File: src/rtl/led_seq_ctrl_if.sv
// Board-side signal bundle for the LED sequencer: enable/key in, LED drive and status out.
// key_evt is a single-cycle strobe with no back-pressure; a consumer must sample it every cycle.
interface led_seq_ctrl_if #(
  parameter int LED_W  = 3,
  parameter int STEP_W = 2
);
  logic              en;
  logic              key;
  logic [LED_W-1:0]  led;
  logic [STEP_W-1:0] step_idx;
  logic              busy;
  logic              paused;
  logic              key_evt;
  logic [1:0]        dbg_state;

  modport master (
    output en, key,
    input  led, step_idx, busy, paused, key_evt, dbg_state
  );

  modport slave (
    input  en, key,
    output led, step_idx, busy, paused, key_evt, dbg_state
  );
endinterface

File: src/rtl/led_seq_ctrl.sv
// LED step sequencer: synchronised and debounced push-button drives IDLE/RUN/PAUSE,
// steps advance on a prescaled tick, and PAUSE blinks the held step.
module led_seq_ctrl #(
  parameter int CLK_DIV     = 50000,
  parameter int DWELL_TICKS = 100,
  parameter int DEB_TICKS   = 20,
  parameter int BLINK_TICKS = 25,
  parameter int NUM_STEPS   = 4,
  parameter int LED_W       = 3
) (
  input  logic          clk,
  input  logic          rst_n,
  led_seq_ctrl_if.slave bus
);
  localparam int STEP_W  = (NUM_STEPS   > 1) ? $clog2(NUM_STEPS)   : 1;
  localparam int PRE_W   = (CLK_DIV     > 1) ? $clog2(CLK_DIV)     : 1;
  localparam int DWELL_W = (DWELL_TICKS > 1) ? $clog2(DWELL_TICKS) : 1;
  localparam int DEB_W   = (DEB_TICKS   > 1) ? $clog2(DEB_TICKS)   : 1;
  localparam int BLINK_W = (BLINK_TICKS > 1) ? $clog2(BLINK_TICKS) : 1;

  typedef enum logic [1:0] {
    S_IDLE  = 2'd0,
    S_RUN   = 2'd1,
    S_PAUSE = 2'd2
  } state_t;

  state_t              r_state, w_state_nx;
  logic                r_sync1, r_sync2;
  logic [PRE_W-1:0]    r_pre_cnt;
  logic [DEB_W-1:0]    r_deb_cnt;
  logic                r_deb_level;
  logic [STEP_W-1:0]   r_step;
  logic [DWELL_W-1:0]  r_dwell;
  logic [BLINK_W-1:0]  r_blink_cnt;
  logic                r_blink_phase;
  logic [LED_W-1:0]    r_led;
  logic [STEP_W-1:0]   r_step_out;
  logic                r_busy, r_paused, r_key_evt;
  logic                w_tick, w_flip, w_press;
  logic [LED_W-1:0]    w_led;
  logic                w_busy, w_paused;
  logic [STEP_W-1:0]   w_step_inc;

  assign w_tick     = (r_pre_cnt == PRE_W'(CLK_DIV - 1));
  assign w_flip     = w_tick && (r_sync2 != r_deb_level) && (r_deb_cnt == DEB_W'(DEB_TICKS - 1));
  // The FSM acts on the accepting tick itself so a press can coincide with a dwell expiry.
  assign w_press    = w_flip && r_sync2;
  assign w_step_inc = (r_step == STEP_W'(NUM_STEPS - 1)) ? '0 : r_step + STEP_W'(1);

  always_ff @(posedge clk or negedge rst_n) begin
    if (!rst_n) begin
      r_sync1     <= 1'b0;
      r_sync2     <= 1'b0;
      r_pre_cnt   <= '0;
      r_deb_cnt   <= '0;
      r_deb_level <= 1'b0;
    end else begin
      r_sync1   <= bus.key;
      r_sync2   <= r_sync1;
      r_pre_cnt <= w_tick ? '0 : r_pre_cnt + PRE_W'(1);
      if (w_tick) begin
        if (r_sync2 == r_deb_level) begin
          r_deb_cnt <= '0;
        end else if (w_flip) begin
          r_deb_cnt   <= '0;
          r_deb_level <= r_sync2;
        end else begin
          r_deb_cnt <= r_deb_cnt + DEB_W'(1);
        end
      end
    end
  end

  always_ff @(posedge clk or negedge rst_n) begin
    if (!rst_n) r_state <= S_IDLE;
    else        r_state <= w_state_nx;
  end

  always_comb begin
    w_state_nx = r_state;
    if (!bus.en) begin
      w_state_nx = S_IDLE;
    end else begin
      unique case (r_state)
        S_IDLE:  if (w_press) w_state_nx = S_RUN;
        S_RUN:   if (w_press) w_state_nx = S_PAUSE;
        S_PAUSE: if (w_press) w_state_nx = S_RUN;
        default: w_state_nx = S_IDLE;
      endcase
    end
  end

  // Dwell position survives PAUSE so a resume finishes the interrupted step.
  always_ff @(posedge clk or negedge rst_n) begin
    if (!rst_n) begin
      r_step        <= '0;
      r_dwell       <= '0;
      r_blink_cnt   <= '0;
      r_blink_phase <= 1'b0;
    end else if (!bus.en) begin
      r_step  <= '0;
      r_dwell <= '0;
    end else begin
      unique case (r_state)
        S_IDLE: begin
          if (w_press) begin
            r_step  <= '0;
            r_dwell <= '0;
          end
        end
        S_RUN: begin
          if (w_tick) begin
            if (r_dwell == DWELL_W'(DWELL_TICKS - 1)) begin
              r_dwell <= '0;
              r_step  <= w_step_inc;
            end else begin
              r_dwell <= r_dwell + DWELL_W'(1);
            end
          end
          if (w_press) begin
            r_blink_cnt   <= '0;
            r_blink_phase <= 1'b1;
          end
        end
        S_PAUSE: begin
          if (w_tick) begin
            if (r_blink_cnt == BLINK_W'(BLINK_TICKS - 1)) begin
              r_blink_cnt   <= '0;
              r_blink_phase <= ~r_blink_phase;
            end else begin
              r_blink_cnt <= r_blink_cnt + BLINK_W'(1);
            end
          end
        end
        default: ;
      endcase
    end
  end

  always_comb begin
    w_led    = '0;
    w_busy   = 1'b0;
    w_paused = 1'b0;
    unique case (r_state)
      S_RUN: begin
        w_led  = LED_W'(r_step);
        w_busy = 1'b1;
      end
      S_PAUSE: begin
        w_led    = r_blink_phase ? LED_W'(r_step) : '0;
        w_paused = 1'b1;
      end
      default: ;
    endcase
  end

  always_ff @(posedge clk or negedge rst_n) begin
    if (!rst_n) begin
      r_led      <= '0;
      r_step_out <= '0;
      r_busy     <= 1'b0;
      r_paused   <= 1'b0;
      r_key_evt  <= 1'b0;
    end else begin
      r_led      <= w_led;
      r_step_out <= r_step;
      r_busy     <= w_busy;
      r_paused   <= w_paused;
      r_key_evt  <= w_press;
    end
  end

  assign bus.led       = r_led;
  assign bus.step_idx  = r_step_out;
  assign bus.busy      = r_busy;
  assign bus.paused    = r_paused;
  assign bus.key_evt   = r_key_evt;
  assign bus.dbg_state = r_state;
endmodule

File: src/flat_wrapper.sv
// flat-port wrapper written by rule: the top's interface ports become plain ports
module led_seq_ctrl_flat 
#(
  parameter int CLK_DIV     = 50000,
  parameter int DWELL_TICKS = 100,
  parameter int DEB_TICKS   = 20,
  parameter int BLINK_TICKS = 25,
  parameter int NUM_STEPS   = 4,
  parameter int LED_W       = 3
)
  (clk, rst_n, bus_en, bus_key, bus_led, bus_step_idx, bus_busy, bus_paused, bus_key_evt, bus_dbg_state);
  led_seq_ctrl_if #(.LED_W(LED_W), .STEP_W((2))) bus_i ();
  input  logic clk;
  input  logic rst_n;
  input wire logic [$bits(bus_i.en)-1:0] bus_en;
  input wire logic [$bits(bus_i.key)-1:0] bus_key;
  output wire logic [$bits(bus_i.led)-1:0] bus_led;
  output wire logic [$bits(bus_i.step_idx)-1:0] bus_step_idx;
  output wire logic [$bits(bus_i.busy)-1:0] bus_busy;
  output wire logic [$bits(bus_i.paused)-1:0] bus_paused;
  output wire logic [$bits(bus_i.key_evt)-1:0] bus_key_evt;
  output wire logic [$bits(bus_i.dbg_state)-1:0] bus_dbg_state;
  assign bus_i.en = bus_en;
  assign bus_i.key = bus_key;
  assign bus_led = bus_i.led;
  assign bus_step_idx = bus_i.step_idx;
  assign bus_busy = bus_i.busy;
  assign bus_paused = bus_i.paused;
  assign bus_key_evt = bus_i.key_evt;
  assign bus_dbg_state = bus_i.dbg_state;
  led_seq_ctrl #(.CLK_DIV(CLK_DIV), .DWELL_TICKS(DWELL_TICKS), .DEB_TICKS(DEB_TICKS), .BLINK_TICKS(BLINK_TICKS), .NUM_STEPS(NUM_STEPS), .LED_W(LED_W)) u_core (.clk(clk), .rst_n(rst_n), .bus(bus_i));
endmodule
File: config.mk
export PLATFORM = sky130hd
export DESIGN_NAME = led_seq_ctrl_flat
export DESIGN_NICKNAME = d
export VERILOG_FILES = /design/src/rtl/led_seq_ctrl_if.sv /design/src/rtl/led_seq_ctrl.sv /design/src/flat_wrapper.sv
export SDC_FILE = /design/constraint.sdc
export NUM_CORES = 1
export LEC_CHECK = 0
export BUFFER_PORTS_ARGS = -buffer_cell sky130_fd_sc_hd__buf_2
export CAP_MARGIN = 5
export CORE_MARGIN = 2
export CORE_UTILIZATION = 41
export DETAILED_ROUTE_END_ITERATION = 6
export PLACE_DENSITY = 0.62
export RECOVER_POWER = 100
export REMOVE_ABC_BUFFERS = 1
export SYNTH_ARGS = -nofsm -noshare
export SYNTH_HDL_FRONTEND = slang
export SYNTH_SLANG_ARGS = --single-unit
File: constraint.sdc
create_clock -name clk -period 3.4 [get_ports clk]
set_clock_uncertainty 0.2 [all_clocks]
set_input_delay 0.17 -clock clk [delete_from_list [all_inputs] [get_ports clk]]
set_output_delay 0.17 -clock clk [all_outputs]
set_load 0.01 [all_outputs]
Word-level counts from Yosys, hierarchy flattened
Cells that the tools add are included. W data, S select, Z words.

Output and inout bits: 10. Logic and storage cells: 82. Register bits after elaboration: 49.

Mux-type cells: 30. Bitwise gates (word level): 2. Add/subtract/negate cells: 5. Equal/unequal tests: 18. Reduce and logical (&&, ||, !) cells: 12.

Operators by type and width (count): $mux W7 (4); $mux W5 (5); $mux W2 (9); $add A16 B1 Y16 const B (1); $eq A16 B16 Y1 const B (1); $mux W16 (1); $ne A3 B2 Y1 const B (5); $pmux W7 S2 (1); $add A5 B1 Y5 const B (2); $eq A5 B5 Y1 const B (2); $pmux W5 S2 (1); $pmux W2 S2 (2); $reduce_and A4 Y1 (2); $add A7 B1 Y7 const B (1); $eq A7 B7 Y1 const B (1); $ne A2 B1 Y1 const B (3); $pmux W3 S2 (1); $reduce_and A3 Y1 (2); $mux W1 (5); $reduce_and A5 Y1 (1); $eq A2 B2 Y1 const B (2); $logic_and A1 B1 Y1 (3); $ne A3 B1 Y1 const B (1); $add A2 B1 Y2 const B (1); 9 further kinds (10).

Depth between registers and ports, before layout
Gate-level depths: netlist of the first run.

Word-level depth: 7. Depth in mapped cells: 7. Gate-level depth less buffers: 7.

Worst setup path before layout of the first run
OpenSTA, ideal clock, no wires.

Path type: flip-flop to flip-flop. From: reg u_core.r_pre_cnt[5]. To: reg u_core.r_step[0]. Library setup time: 125 ps. Path slack: 846 ps. Stages on the path, launching flop included: 6. Path buffers: 0. Arrival: 2229 ps. Clock period less this slack: 2554 ps. Cell sequence: dfrtp_1 > or4b_4 > or4_1 > o21a_2 > or2_1 > mux2_4.

Word-level cells in the longest chain between the ends: 6. Elaborated cells between the ends (all ways): 7. Classes of those cells: 3 x eq/ne; 4 x reduce/logical.

RTL lines: start: declaration (line led_seq_ctrl.sv:29) `logic [PRE_W-1:0] r_pre_cnt;`; start signal: assignment (line led_seq_ctrl.sv:60) `r_pre_cnt <= w_tick ? '0 : r_pre_cnt + PRE_W'(1);`; $eq A16 B16 Y1 * (line led_seq_ctrl.sv:44) `assign w_tick = (r_pre_cnt == PRE_W'(CLK_DIV - 1));`; $logic_and A1 B1 Y1 (2 in series) (line led_seq_ctrl.sv:45) `assign w_flip = w_tick && (r_sync2 != r_deb_level) && (r_deb_cnt == DEB_W'(DEB_TICKS - 1));`; $logic_and A1 B1 Y1 (line led_seq_ctrl.sv:47) `assign w_press = w_flip && r_sync2;`; $ne A3 B2 Y1 (no source line); $reduce_and A4 Y1 (no source line) *; end signal: assignment (line led_seq_ctrl.sv:115) `r_step <= w_step_inc;`; end: declaration (line led_seq_ctrl.sv:32) `logic [STEP_W-1:0] r_step;`.

Every way passes the cells marked *; elsewhere a longest branch is shown, timed or not. A chain may end at the register's enable or synchronous reset.

Worst setup path after layout of the first run
From: reg u_core.r_pre_cnt[5]. To: reg u_core.r_blink_cnt[4].

Word-level cells in the longest chain between the ends: 6. Elaborated cells between the ends (all ways): 7. Classes of those cells: 3 x eq/ne; 4 x reduce/logical.

RTL lines: $eq A16 B16 Y1 * (line led_seq_ctrl.sv:44); $logic_and A1 B1 Y1 (2 in series) (line led_seq_ctrl.sv:45); $logic_and A1 B1 Y1 (line led_seq_ctrl.sv:47); $ne A2 B1 Y1 (no source line); $reduce_and A4 Y1 (no source line) *; end signal: assignment (line led_seq_ctrl.sv:131) `r_blink_cnt <= r_blink_cnt + BLINK_W'(1);`; end: declaration (line led_seq_ctrl.sv:34) `logic [BLINK_W-1:0] r_blink_cnt;`.

Marks and branches as above.

==> impl_metrics.xml, run 1 <==
<?xml version="1.0" encoding="UTF-8"?>
<metrics>
  <group name="run_status">
    <metric name="status" unit="">finished clean</metric>
  </group>
  <group name="die">
    <metric name="die-area" unit="um^2">6452</metric>
    <metric name="fp.coreArea" unit="um^2">5574</metric>
    <metric name="design.portCount" unit="">14</metric>
    <metric name="start_util" unit="%">42.85</metric>
    <metric name="rows" unit="">27</metric>
    <metric name="die_x" unit="um">80.33</metric>
    <metric name="die_y" unit="um">80.33</metric>
  </group>
  <group name="synth">
    <metric name="synth.ff_latch_count" unit="">48</metric>
    <metric name="post-synth-top-area-fraction" unit="%">50.29</metric>
    <metric name="yosysUniqueCellTypes" unit="">52</metric>
    <metric name="netlist_top_cells_area" unit="">dfrtp_1 50%, ha_1 5.2%, o21ai_0 4.4%</metric>
    <metric name="post_syn_instances" unit="">233</metric>
    <metric name="synth_enable_flop_cells" unit="">0</metric>
    <metric name="post_synth_instance_area" unit="um^2">2389</metric>
    <metric name="ys.warnings.count" unit="">0</metric>
    <metric name="post-synth-top-area-cell" unit="">dfrtp_1</metric>
    <metric name="async_flop_share" unit="%">100.0</metric>
    <metric name="synthFlopType" unit="">dfrtp_1</metric>
    <metric name="yosysMostFrequentCell" unit="">dfrtp_1</metric>
    <metric name="synth_seq_area_share" unit="%">50.29</metric>
    <metric name="syn-mean-instance-area" unit="um^2">10.25</metric>
    <metric name="netlist_top_cells_count" unit="">48 x dfrtp_1, 21 x o21ai_0, 20 x nand2_1</metric>
  </group>
  <group name="sta">
    <metric name="final.min_clock_period" unit="ps">2913</metric>
    <metric name="timing.final.crit_share" unit="%">85.67</metric>
    <metric name="max_slew_margin" unit="%">21.70</metric>
    <metric name="maxClockFrequency" unit="MHz">343.3</metric>
    <metric name="setup_violations" unit="">0</metric>
    <metric name="final-max-slew-violation-count" unit="">0</metric>
    <metric name="tightest_slew" unit="ps">1174</metric>
    <metric name="final_hold_viol_count" unit="">0</metric>
    <metric name="rsz_0062_raised_after_global_routing" unit="">no</metric>
    <metric name="totalNegativeSetupSlack" unit="ps">0</metric>
    <metric name="final.hold.worst_slack" unit="ps">151.4</metric>
  </group>
  <group name="clocking">
    <metric name="clock-sinks" unit="">48</metric>
    <metric name="ctsHtreeMaxLevel" unit="">2</metric>
    <metric name="post_cts_hold_buffer_count" unit="">3</metric>
    <metric name="clk_pin_slew_worst_paths" unit="ps">90</metric>
    <metric name="numCtsBuffers" unit="">5</metric>
    <metric name="postCtsSetupRepairBufs" unit="">0</metric>
    <metric name="clock_path_buffers" unit="">2</metric>
    <metric name="cts_tree" unit="">done</metric>
    <metric name="ctsRootBufferMaster" unit="">clkbuf_8</metric>
    <metric name="clock_latency" unit="ps">300</metric>
    <metric name="cts_resized" unit="">0</metric>
  </group>
  <group name="hold_path">
    <metric name="worst_hold_path_type" unit="">reg2reg</metric>
  </group>
  <group name="global_routing">
    <metric name="wire_length_of_the_first_global_routing_pass" unit="um">7659</metric>
    <metric name="grt_max_degree" unit="">49</metric>
    <metric name="via_count_of_the_first_global_routing_pass" unit="">1693</metric>
    <metric name="gr_overflow_total" unit="">0</metric>
    <metric name="track_usage" unit="%">15.17</metric>
    <metric name="antenna_violations_before_repair" unit="">0</metric>
  </group>
  <group name="critical_path">
    <metric name="critPathTopFamily" unit="">simple AND/OR/NAND/NOR gates</metric>
    <metric name="crit_path_max_incr_delay" unit="ps">690</metric>
    <metric name="critPathMaxFanout" unit="">11</metric>
    <metric name="timing.critical_path.slowest_stage_cell" unit="">or4_1</metric>
    <metric name="worst_ep_required_time" unit="ps">3430</metric>
    <metric name="critical_path_cell_by_cell" unit="">or4b_4 &gt; or4_1 &gt; a2111oi_0 &gt; nand4_1 &gt; o21ai_0</metric>
    <metric name="crit_path_end_kind" unit="">register</metric>
    <metric name="critical_path_buf_inv_count" unit="">0</metric>
    <metric name="timing_worst_setup_path_type" unit="">reg2reg</metric>
    <metric name="worst_ep_arrival_time" unit="ps">2950</metric>
    <metric name="sort_of_element_at_the_start_of_the_critical_path" unit="">register</metric>
  </group>
  <group name="route">
    <metric name="drt_iter0_drc" unit="">89</metric>
    <metric name="postRouteAntennaNets" unit="">0</metric>
    <metric name="drt-pass1-iter-count" unit="">4</metric>
    <metric name="post_drt_wl_per_cell" unit="um">13.18</metric>
    <metric name="routed_wl" unit="um">4271</metric>
    <metric name="vias" unit="">1714</metric>
    <metric name="routed_via_density" unit="">5.290</metric>
    <metric name="drt_drc_violations_left" unit="">0</metric>
  </group>
  <group name="final_layout">
    <metric name="fin_nets" unit="">265</metric>
    <metric name="final_layout_size_suffix_gt1_share" unit="%">6.746</metric>
    <metric name="antenna_cells" unit="">0</metric>
    <metric name="area_delta_synth_final" unit="%">12.05</metric>
  </group>
  <group name="power">
    <metric name="ir_drop" unit="V">0.0001997</metric>
    <metric name="cellPowerDensity" unit="nW/um^2">431.3</metric>
    <metric name="p_leak" unit="uW">0.001182</metric>
  </group>
  <group name="run">
    <metric name="cap_violations" unit="">0</metric>
  </group>
  <group name="place">
    <metric name="hpwlAfterDp" unit="um">2926</metric>
    <metric name="input_output_buffers" unit="">12</metric>
    <metric name="place_congestion" unit="">0.7717</metric>
  </group>
</metrics>
where the power goes:
part	total [uW]	internal, uW	switching (uW)	leakage (uW)
Clock	560	368	192	0.0000784
Sequential	572	572	0.961	0.000652
Combinational	22.3	5.79	16.5	0.000452
Total	1150	945	210	0.00118
layout make-up:
type | instances | area, um^2
Clock inverter | 3 | 90.09
Inverter | 9 | 33.78
Fill cell | 540 | 2898
Sequential cell | 48 | 1201
Multi-Input combinational cell | 171 | 1110
Timing Repair Buffer | 16 | 82.58
Clock buffer | 5 | 68.82
Tap cell | 72 | 90.09
worst paths after layout:
kind,from,endpoint,slack (ps),cells past startpoint
min in group asynchronous,rst_n,u_core.r_dwell[6]$_DFFE_PN0P_,440,2
hold reg to reg,u_core.r_sync1$_DFF_PN0_,u_core.r_sync2$_DFF_PN0_,150,0
hold / removal,u_core.r_sync1$_DFF_PN0_,u_core.r_sync2$_DFF_PN0_,150,0
setup reg to reg,u_core.r_pre_cnt[5]$_DFF_PN0_,u_core.r_blink_cnt[4]$_DFFE_PN0P_,490,5
setup / recovery,u_core.r_pre_cnt[5]$_DFF_PN0_,u_core.r_blink_cnt[4]$_DFFE_PN0P_,490,5
max in group asynchronous,rst_n,u_core.r_deb_level$_DFFE_PN0P_,1860,2
registers in the layout, summed over array words and instances, names as in the netlist:
signal / cells
u_core.r_pre_cnt: 16
u_core.r_dwell: 7
u_core.r_blink_cnt: 5
u_core.r_deb_cnt: 5
u_core.bus.dbg_state: 2
u_core.bus.led: 2
u_core.bus.step_idx: 2
u_core.r_step: 2
u_core.bus.busy: 1
u_core.bus.key_evt: 1
u_core.bus.paused: 1
u_core.r_blink_phase: 1
u_core.r_deb_level: 1
u_core.r_sync1: 1
u_core.r_sync2: 1
cells in the final DEF, fill, tap and decap left out, drive strengths merged, types with 4 or more instances in the layout:
master / synthesis / routed
nor2b: 4 / 4
o21ai: 24 / 24
xnor2: 4 / 4
a31oi: 4 / 4
dfrtp: 48 / 48
nand4: 6 / 6
inv: 9 / 9
ha: 10 / 10
nand3: 15 / 15
and2: 7 / 7
clkbuf: 3 / 16
nor2: 16 / 16
nand2: 20 / 20
xor2: 11 / 11
cell families after synthesis:
family | Yosys count | share of synthesized area, %
multiplexers | 3 | 1.571
AND/OR/NAND/NOR | 93 | 21.58
other | 1 | 0.1570
flip-flops | 48 | 50.29
XOR/XNOR | 15 | 5.500
AO/OA/AOI/OAI | 49 | 13.25
adder cells (fa/ha/maj) | 10 | 5.238
buffers and inverters | 14 | 2.409
worst reg2reg max path, cell delays in order, from the launching register on:
cell	delay, ps
dfrtp_1	420
or4b_4	560
or4_1	690
a2111oi_0	650
nand4_1	170
o21ai_0	160
layer usage:
layer  share of wire (%)  track usage (%)
met5                   0                0
met1                  52            20.50
met2                  43            23.83
met4                 1.4            5.593
met3                 3.5            3.371
through the flow:
step           instances  setup slack (ps)  total power, uW  utilization [%]  instance area, um^2
2_1_floorplan        228             652.0            589.6                -                 2365
3_3_place_gp         313             529.6            605.1            45.25                 2522
3_5_place_dp         313             505.1            605.2            45.25                 2522
4_1_cts              324             487.8             1170            48.64                 2711
5_1_grt              324             203.8             1199            48.01                 2676
6_report             324             487.1             1154            48.01                 2676
Note: power is estimated with default switching activity, not from simulation.
==> inputs of run 2 (changes only) <==
Settings changed: PLACE_DENSITY 0.62 to not set, PLACE_DENSITY_LB_ADDON set to 0.15.
==> impl_metrics.xml, run 2 (same netlist as run 1, synthesis figures left out) <==
<?xml version="1.0" encoding="UTF-8"?>
<metrics>
  <group name="route">
    <metric name="routed_wl" unit="um">4357</metric>
    <metric name="post_drt_wl_per_cell" unit="um">13.37</metric>
    <metric name="routed_via_density" unit="">5.230</metric>
    <metric name="vias" unit="">1705</metric>
    <metric name="drt-pass1-iter-count" unit="">4</metric>
    <metric name="postRouteAntennaNets" unit="">0</metric>
    <metric name="drt_drc_violations_left" unit="">0</metric>
    <metric name="drt_iter0_drc" unit="">41</metric>
  </group>
  <group name="critical_path">
    <metric name="timing.critical_path.slowest_stage_cell" unit="">clkbuf_1</metric>
    <metric name="worst_ep_required_time" unit="ps">3390</metric>
    <metric name="worstReg2RegEnd" unit="">u_core.r_dwell[5]$_DFFE_PN0P_</metric>
    <metric name="setup.worst_path.end" unit="">u_core.r_dwell[5]$_DFFE_PN0P_</metric>
    <metric name="crit_path_end_kind" unit="">register</metric>
    <metric name="sort_of_element_at_the_start_of_the_critical_path" unit="">register</metric>
    <metric name="worst_setup_path_startpoint" unit="">u_core.r_pre_cnt[5]$_DFF_PN0_</metric>
    <metric name="critical_path_buf_inv_count" unit="">1</metric>
    <metric name="worst_r2r_startpoint" unit="">u_core.r_pre_cnt[5]$_DFF_PN0_</metric>
    <metric name="critPathMaxFanout" unit="">14</metric>
    <metric name="critPathTopFamily" unit="">simple AND/OR/NAND/NOR gates</metric>
    <metric name="reg2reg_setup_slack" unit="ps">520</metric>
    <metric name="crit_path_max_incr_delay" unit="ps">580</metric>
    <metric name="worst_ep_arrival_time" unit="ps">2870</metric>
    <metric name="ff2ff_path_depth" unit="">5</metric>
    <metric name="critical_path_depth" unit="">5</metric>
    <metric name="critical_path_cell_by_cell" unit="">or4b_4 &gt; nor4_1 &gt; clkbuf_1 &gt; nand3b_1 &gt; o41ai_1</metric>
    <metric name="timing_worst_setup_path_type" unit="">reg2reg</metric>
  </group>
  <group name="global_routing">
    <metric name="use_met3" unit="%">3.708</metric>
    <metric name="antenna_violations_before_repair" unit="">0</metric>
    <metric name="track_usage" unit="%">15.41</metric>
    <metric name="grt_max_degree" unit="">49</metric>
    <metric name="wire_length_of_the_first_global_routing_pass" unit="um">7824</metric>
    <metric name="global_route_track_usage_on_met1" unit="%">21.11</metric>
    <metric name="gr_overflow_total" unit="">0</metric>
    <metric name="met2_usage" unit="%">24.25</metric>
    <metric name="top_usage_layer" unit="">met2</metric>
    <metric name="via_count_of_the_first_global_routing_pass" unit="">1704</metric>
  </group>
  <group name="sta">
    <metric name="tightest_slew" unit="ps">1169</metric>
    <metric name="final-max-slew-violation-count" unit="">0</metric>
    <metric name="rsz_0062_raised_after_global_routing" unit="">no</metric>
    <metric name="final_hold_viol_count" unit="">0</metric>
    <metric name="totalNegativeSetupSlack" unit="ps">0</metric>
    <metric name="timing.final.crit_share" unit="%">84.82</metric>
    <metric name="setup_violations" unit="">0</metric>
    <metric name="final.min_clock_period" unit="ps">2884</metric>
    <metric name="final.hold.worst_slack" unit="ps">160.3</metric>
    <metric name="max_slew_margin" unit="%">22.04</metric>
    <metric name="maxClockFrequency" unit="MHz">346.8</metric>
  </group>
  <group name="final_layout">
    <metric name="area_delta_synth_final" unit="%">9.796</metric>
    <metric name="fill_cells" unit="">551</metric>
    <metric name="total_area_of_sequential_cells" unit="um^2">1201</metric>
    <metric name="final_cell_area" unit="um^2">2623</metric>
    <metric name="multi_input_comb_area" unit="um^2">1116</metric>
    <metric name="final_cell_utilization_of_the_core" unit="%">47.05</metric>
    <metric name="layout_common_cells" unit="">48 x dfrtp_1, 22 x o21ai_0, 20 x nand2_1</metric>
    <metric name="top_register" unit="">u_core.r_pre_cnt</metric>
    <metric name="final_layout_size_suffix_gt1_share" unit="%">7.480</metric>
    <metric name="top_regs" unit="">u_core.r_pre_cnt (16), u_core.r_dwell (7)</metric>
    <metric name="mostFrequentLayoutCell" unit="">dfrtp_1</metric>
    <metric name="antenna_cells" unit="">0</metric>
    <metric name="flip_flop_count_of_the_largest_register_after_layout" unit="">16</metric>
    <metric name="fin_nets" unit="">267</metric>
  </group>
  <group name="die">
    <metric name="design.portCount" unit="">14</metric>
    <metric name="die_y" unit="um">80.33</metric>
    <metric name="rows" unit="">27</metric>
    <metric name="die_x" unit="um">80.33</metric>
    <metric name="start_util" unit="%">42.85</metric>
    <metric name="die-area" unit="um^2">6452</metric>
    <metric name="fp.coreArea" unit="um^2">5574</metric>
  </group>
  <group name="clocking">
    <metric name="cts_tree" unit="">done</metric>
    <metric name="clk_pin_slew_worst_paths" unit="ps">90</metric>
    <metric name="numCtsBuffers" unit="">5</metric>
    <metric name="clock-sinks" unit="">48</metric>
    <metric name="ctsHtreeMaxLevel" unit="">2</metric>
    <metric name="postCtsSetupRepairBufs" unit="">0</metric>
    <metric name="ctsRootBufferMaster" unit="">clkbuf_8</metric>
    <metric name="clock_path_buffers" unit="">2</metric>
    <metric name="clock_latency" unit="ps">300</metric>
  </group>
  <group name="place">
    <metric name="hpwlAfterDp" unit="um">2949</metric>
    <metric name="input_output_buffers" unit="">12</metric>
    <metric name="dpl-instance-area" unit="um^2">2537</metric>
    <metric name="place_congestion" unit="">0.7625</metric>
  </group>
  <group name="power">
    <metric name="p_leak" unit="uW">0.001159</metric>
    <metric name="cellPowerDensity" unit="nW/um^2">354.6</metric>
    <metric name="ir_drop" unit="V">0.0001534</metric>
  </group>
  <group name="run">
    <metric name="cap_violations" unit="">0</metric>
  </group>
  <group name="run_status">
    <metric name="status" unit="">finished clean</metric>
  </group>
  <group name="hold_path">
    <metric name="worst_hold_path_type" unit="">reg2reg</metric>
  </group>
</metrics>
## run 2: changes by cell type in the layout (fill, tap and decap cells not counted), sizes merged
cell	previous run	this run
clkbuf	16	17
bufinv	3	0
clkinv	0	3
buf	2	3
## run 2: power by group
part           leakage (uW)  switching, uW  internal, uW
clock network     0.0000479            192           144
logic              0.000460           16.6          5.79
registers          0.000652           1.04           572
## run 2: area by class of cell
type	count	area share, %
multi-input combinational	171	42.56
clock inverter	3	0.7156
timing repair buffer	18	3.578
sequential	48	45.80
inverter	9	1.288
tap	72	3.435
clock buffer	5	2.624
## run 2: how the worst min path moves through the flow
stage,from,to,slack (ps),cells past startpoint
2_1_floorplan,rst_n,u_core.bus.busy$_DFF_PN0_,-330,0
3_3_place_gp,bus_key,u_core.r_sync1$_DFF_PN0_,80,1
3_5_place_dp,bus_key,u_core.r_sync1$_DFF_PN0_,80,1
4_1_cts,u_core.r_sync1$_DFF_PN0_,u_core.r_sync2$_DFF_PN0_,170,0
5_1_grt,u_core.r_sync1$_DFF_PN0_,u_core.r_sync2$_DFF_PN0_,190,0
6_report,u_core.r_sync1$_DFF_PN0_,u_core.r_sync2$_DFF_PN0_,160,0
## run 2: routing by layer
metal / share of wire [%] / routed length (um)
met1: 53 / 2310
met2: 43 / 1871
met3: 2.7 / 116
met4: 1.4 / 59
met5: 0 / 0
## run 2: repair_timing
| item | in CTS | in global routing |
|---|---|---|
| setup endpoints to repair | 0 | 0 |
| hold buffers | 3 | 0 |
| resized for setup | 0 | 0 |
| hold endpoints to repair | 51 | 0 |
## run 2: metrics by stage
stage	worst slack [ps]	std cells	total power, uW
floorplan	652.0	228	589.6
global placement	752.8	315	605.3
detailed placement	730.7	315	605.6
CTS	711.4	326	948.2
global route	341.3	326	972.8
finish	516.2	326	930.0
==> inputs of run 3 (changes only) <==
Clock period 3.4 ns to 2.7 ns, I/O delays scaled along.
==> impl_metrics.xml, run 3 (same netlist as run 1, synthesis figures left out) <==
<?xml version="1.0" encoding="UTF-8"?>
<metrics>
  <group name="die">
    <metric name="design.portCount" unit="">14</metric>
    <metric name="start_util" unit="%">42.85</metric>
    <metric name="die_x" unit="um">80.33</metric>
    <metric name="fp.coreArea" unit="um^2">5574</metric>
    <metric name="rows" unit="">27</metric>
    <metric name="die-area" unit="um^2">6452</metric>
    <metric name="die_y" unit="um">80.33</metric>
  </group>
  <group name="sta">
    <metric name="maxClockFrequency" unit="MHz">384.1</metric>
    <metric name="final-max-slew-violation-count" unit="">0</metric>
    <metric name="final.min_clock_period" unit="ps">2603</metric>
    <metric name="final_hold_viol_count" unit="">0</metric>
    <metric name="final.hold.worst_slack" unit="ps">151.8</metric>
    <metric name="max_slew_margin" unit="%">6.990</metric>
    <metric name="tightest_slew" unit="ps">1395</metric>
    <metric name="totalNegativeSetupSlack" unit="ps">0</metric>
    <metric name="setup_violations" unit="">0</metric>
    <metric name="rsz_0062_raised_after_global_routing" unit="">no</metric>
    <metric name="timing.final.crit_share" unit="%">96.42</metric>
  </group>
  <group name="final_layout">
    <metric name="fin_nets" unit="">278</metric>
    <metric name="area_delta_synth_final" unit="%">14.98</metric>
    <metric name="layout_common_cells" unit="">48 x dfrtp_1, 21 x o21ai_0, 20 x nand2_1</metric>
    <metric name="fill_cells" unit="">519</metric>
    <metric name="final_layout_size_suffix_gt1_share" unit="%">10.94</metric>
    <metric name="top_regs" unit="">u_core.r_pre_cnt (16), u_core.r_dwell (7)</metric>
    <metric name="final_cell_area" unit="um^2">2746</metric>
    <metric name="mostFrequentLayoutCell" unit="">dfrtp_1</metric>
    <metric name="top_register" unit="">u_core.r_pre_cnt</metric>
    <metric name="finish.cell_count_without_fillers" unit="">337</metric>
    <metric name="flip_flop_count_of_the_largest_register_after_layout" unit="">16</metric>
    <metric name="antenna_cells" unit="">0</metric>
  </group>
  <group name="route">
    <metric name="drt-pass1-iter-count" unit="">4</metric>
    <metric name="drt_drc_violations_left" unit="">0</metric>
    <metric name="post_drt_wl_per_cell" unit="um">13.53</metric>
    <metric name="routed_via_density" unit="">5.323</metric>
    <metric name="postRouteAntennaNets" unit="">0</metric>
    <metric name="routed_wl" unit="um">4558</metric>
    <metric name="drt_iter0_drc" unit="">77</metric>
    <metric name="vias" unit="">1794</metric>
  </group>
  <group name="place">
    <metric name="input_output_buffers" unit="">12</metric>
    <metric name="hpwlAfterDp" unit="um">3213</metric>
    <metric name="dp.cells" unit="">326</metric>
    <metric name="dpl-instance-area" unit="um^2">2620</metric>
    <metric name="place_congestion" unit="">0.7722</metric>
  </group>
  <group name="clocking">
    <metric name="clk_pin_slew_worst_paths" unit="ps">90</metric>
    <metric name="ctsHtreeMaxLevel" unit="">2</metric>
    <metric name="clock_latency" unit="ps">300</metric>
    <metric name="clock_path_buffers" unit="">2</metric>
    <metric name="ctsRootBufferMaster" unit="">clkbuf_8</metric>
    <metric name="numCtsBuffers" unit="">5</metric>
    <metric name="cts_tree" unit="">done</metric>
    <metric name="clock-sinks" unit="">48</metric>
  </group>
  <group name="global_routing">
    <metric name="gr_overflow_total" unit="">0</metric>
    <metric name="wire_length_of_the_first_global_routing_pass" unit="um">7976</metric>
    <metric name="via_count_of_the_first_global_routing_pass" unit="">1774</metric>
    <metric name="antenna_violations_before_repair" unit="">0</metric>
    <metric name="grt_max_degree" unit="">27</metric>
    <metric name="track_usage" unit="%">16.06</metric>
  </group>
  <group name="critical_path">
    <metric name="crit_path_end_kind" unit="">register</metric>
    <metric name="critical_path_cell_by_cell" unit="">or4b_4 &gt; or4_1 &gt; o21a_4 &gt; or2_1 &gt; mux2_4</metric>
    <metric name="worst_ep_required_time" unit="ps">2690</metric>
    <metric name="critPathMaxFanout" unit="">10</metric>
    <metric name="timing.critical_path.slowest_stage_cell" unit="">or4b_4</metric>
    <metric name="crit_path_max_incr_delay" unit="ps">550</metric>
    <metric name="timing_worst_setup_path_type" unit="">reg2reg</metric>
    <metric name="reg2reg_setup_slack" unit="ps">100</metric>
    <metric name="sort_of_element_at_the_start_of_the_critical_path" unit="">register</metric>
    <metric name="worst_ep_arrival_time" unit="ps">2600</metric>
  </group>
  <group name="power">
    <metric name="cellPowerDensity" unit="nW/um^2">457.8</metric>
    <metric name="p_leak" unit="uW">0.001214</metric>
    <metric name="ir_drop" unit="V">0.0002335</metric>
  </group>
  <group name="hold_path">
    <metric name="worst_hold_path_type" unit="">reg2reg</metric>
  </group>
  <group name="run_status">
    <metric name="status" unit="">finished clean</metric>
  </group>
  <group name="run">
    <metric name="cap_violations" unit="">0</metric>
  </group>
</metrics>
## run 3: stage by stage
stage | total power (uW) | utilization [%] | setup WS [ps]
global placement | 763.7 | 47.00 | 117.4
global route | 1318 | 49.27 | 10.79
CTS | 1278 | 49.47 | 75.46
finish | 1257 | 49.27 | 96.62
detailed placement | 763.9 | 47.00 | 95.45
floorplan | 742.5 | - | -47.98
## run 3: repair_timing
action,CTS,global route
resized for setup,0,2
endpoints found under the setup margin,0,2
buffers inserted,0,0
hold endpoints to repair,30,0
hold buffers,3,0
## run 3: cell type report
class | instances | area [um^2] | share of cell area [%]
flip-flops and latches | 48 | 1201 | 43.74
multi-input cells | 171 | 1149 | 41.82
repair buffers | 29 | 165.2 | 6.014
well taps | 72 | 90.09 | 3.280
clock buffers | 6 | 72.57 | 2.642
clock inverters | 2 | 35.03 | 1.276
inverters | 9 | 33.78 | 1.230
## run 3: power breakdown
group          internal [uW]  leakage [uW]  switching (uW)
Clock                    275     0.0000552             231
Combinational           8.51      0.000507            22.1
Sequential               720      0.000652            1.15
Total                   1000       0.00121             254
## run 3: path summary, 6_finish.rpt
check                                                  to  cells past startpoint                          start
max in group asynchronous  u_core.r_deb_level$_DFFE_PN0P_                      3                          rst_n
min in group asynchronous     u_core.bus.led[0]$_DFF_PN0_                      2                          rst_n
setup reg to reg             u_core.r_step[0]$_DFFE_PN0P_                      5  u_core.r_pre_cnt[5]$_DFF_PN0_
hold reg to reg                  u_core.r_sync2$_DFF_PN0_                      0       u_core.r_sync1$_DFF_PN0_
setup / recovery             u_core.r_step[0]$_DFFE_PN0P_                      5  u_core.r_pre_cnt[5]$_DFF_PN0_
hold / removal                   u_core.r_sync2$_DFF_PN0_                      0       u_core.r_sync1$_DFF_PN0_
## run 3: routing by layer
metal	track usage, %	wire length, um
met2	26.00	2123
met1	20.64	2169
met4	5.593	56
met5	0	0
met3	4.382	208
## run 3: critical path, delay by kind of cell (launching register included)
kind	cells	cell delay, ps
compound gates	1	280
mux	1	300
simple gates	3	1340
flops	1	380
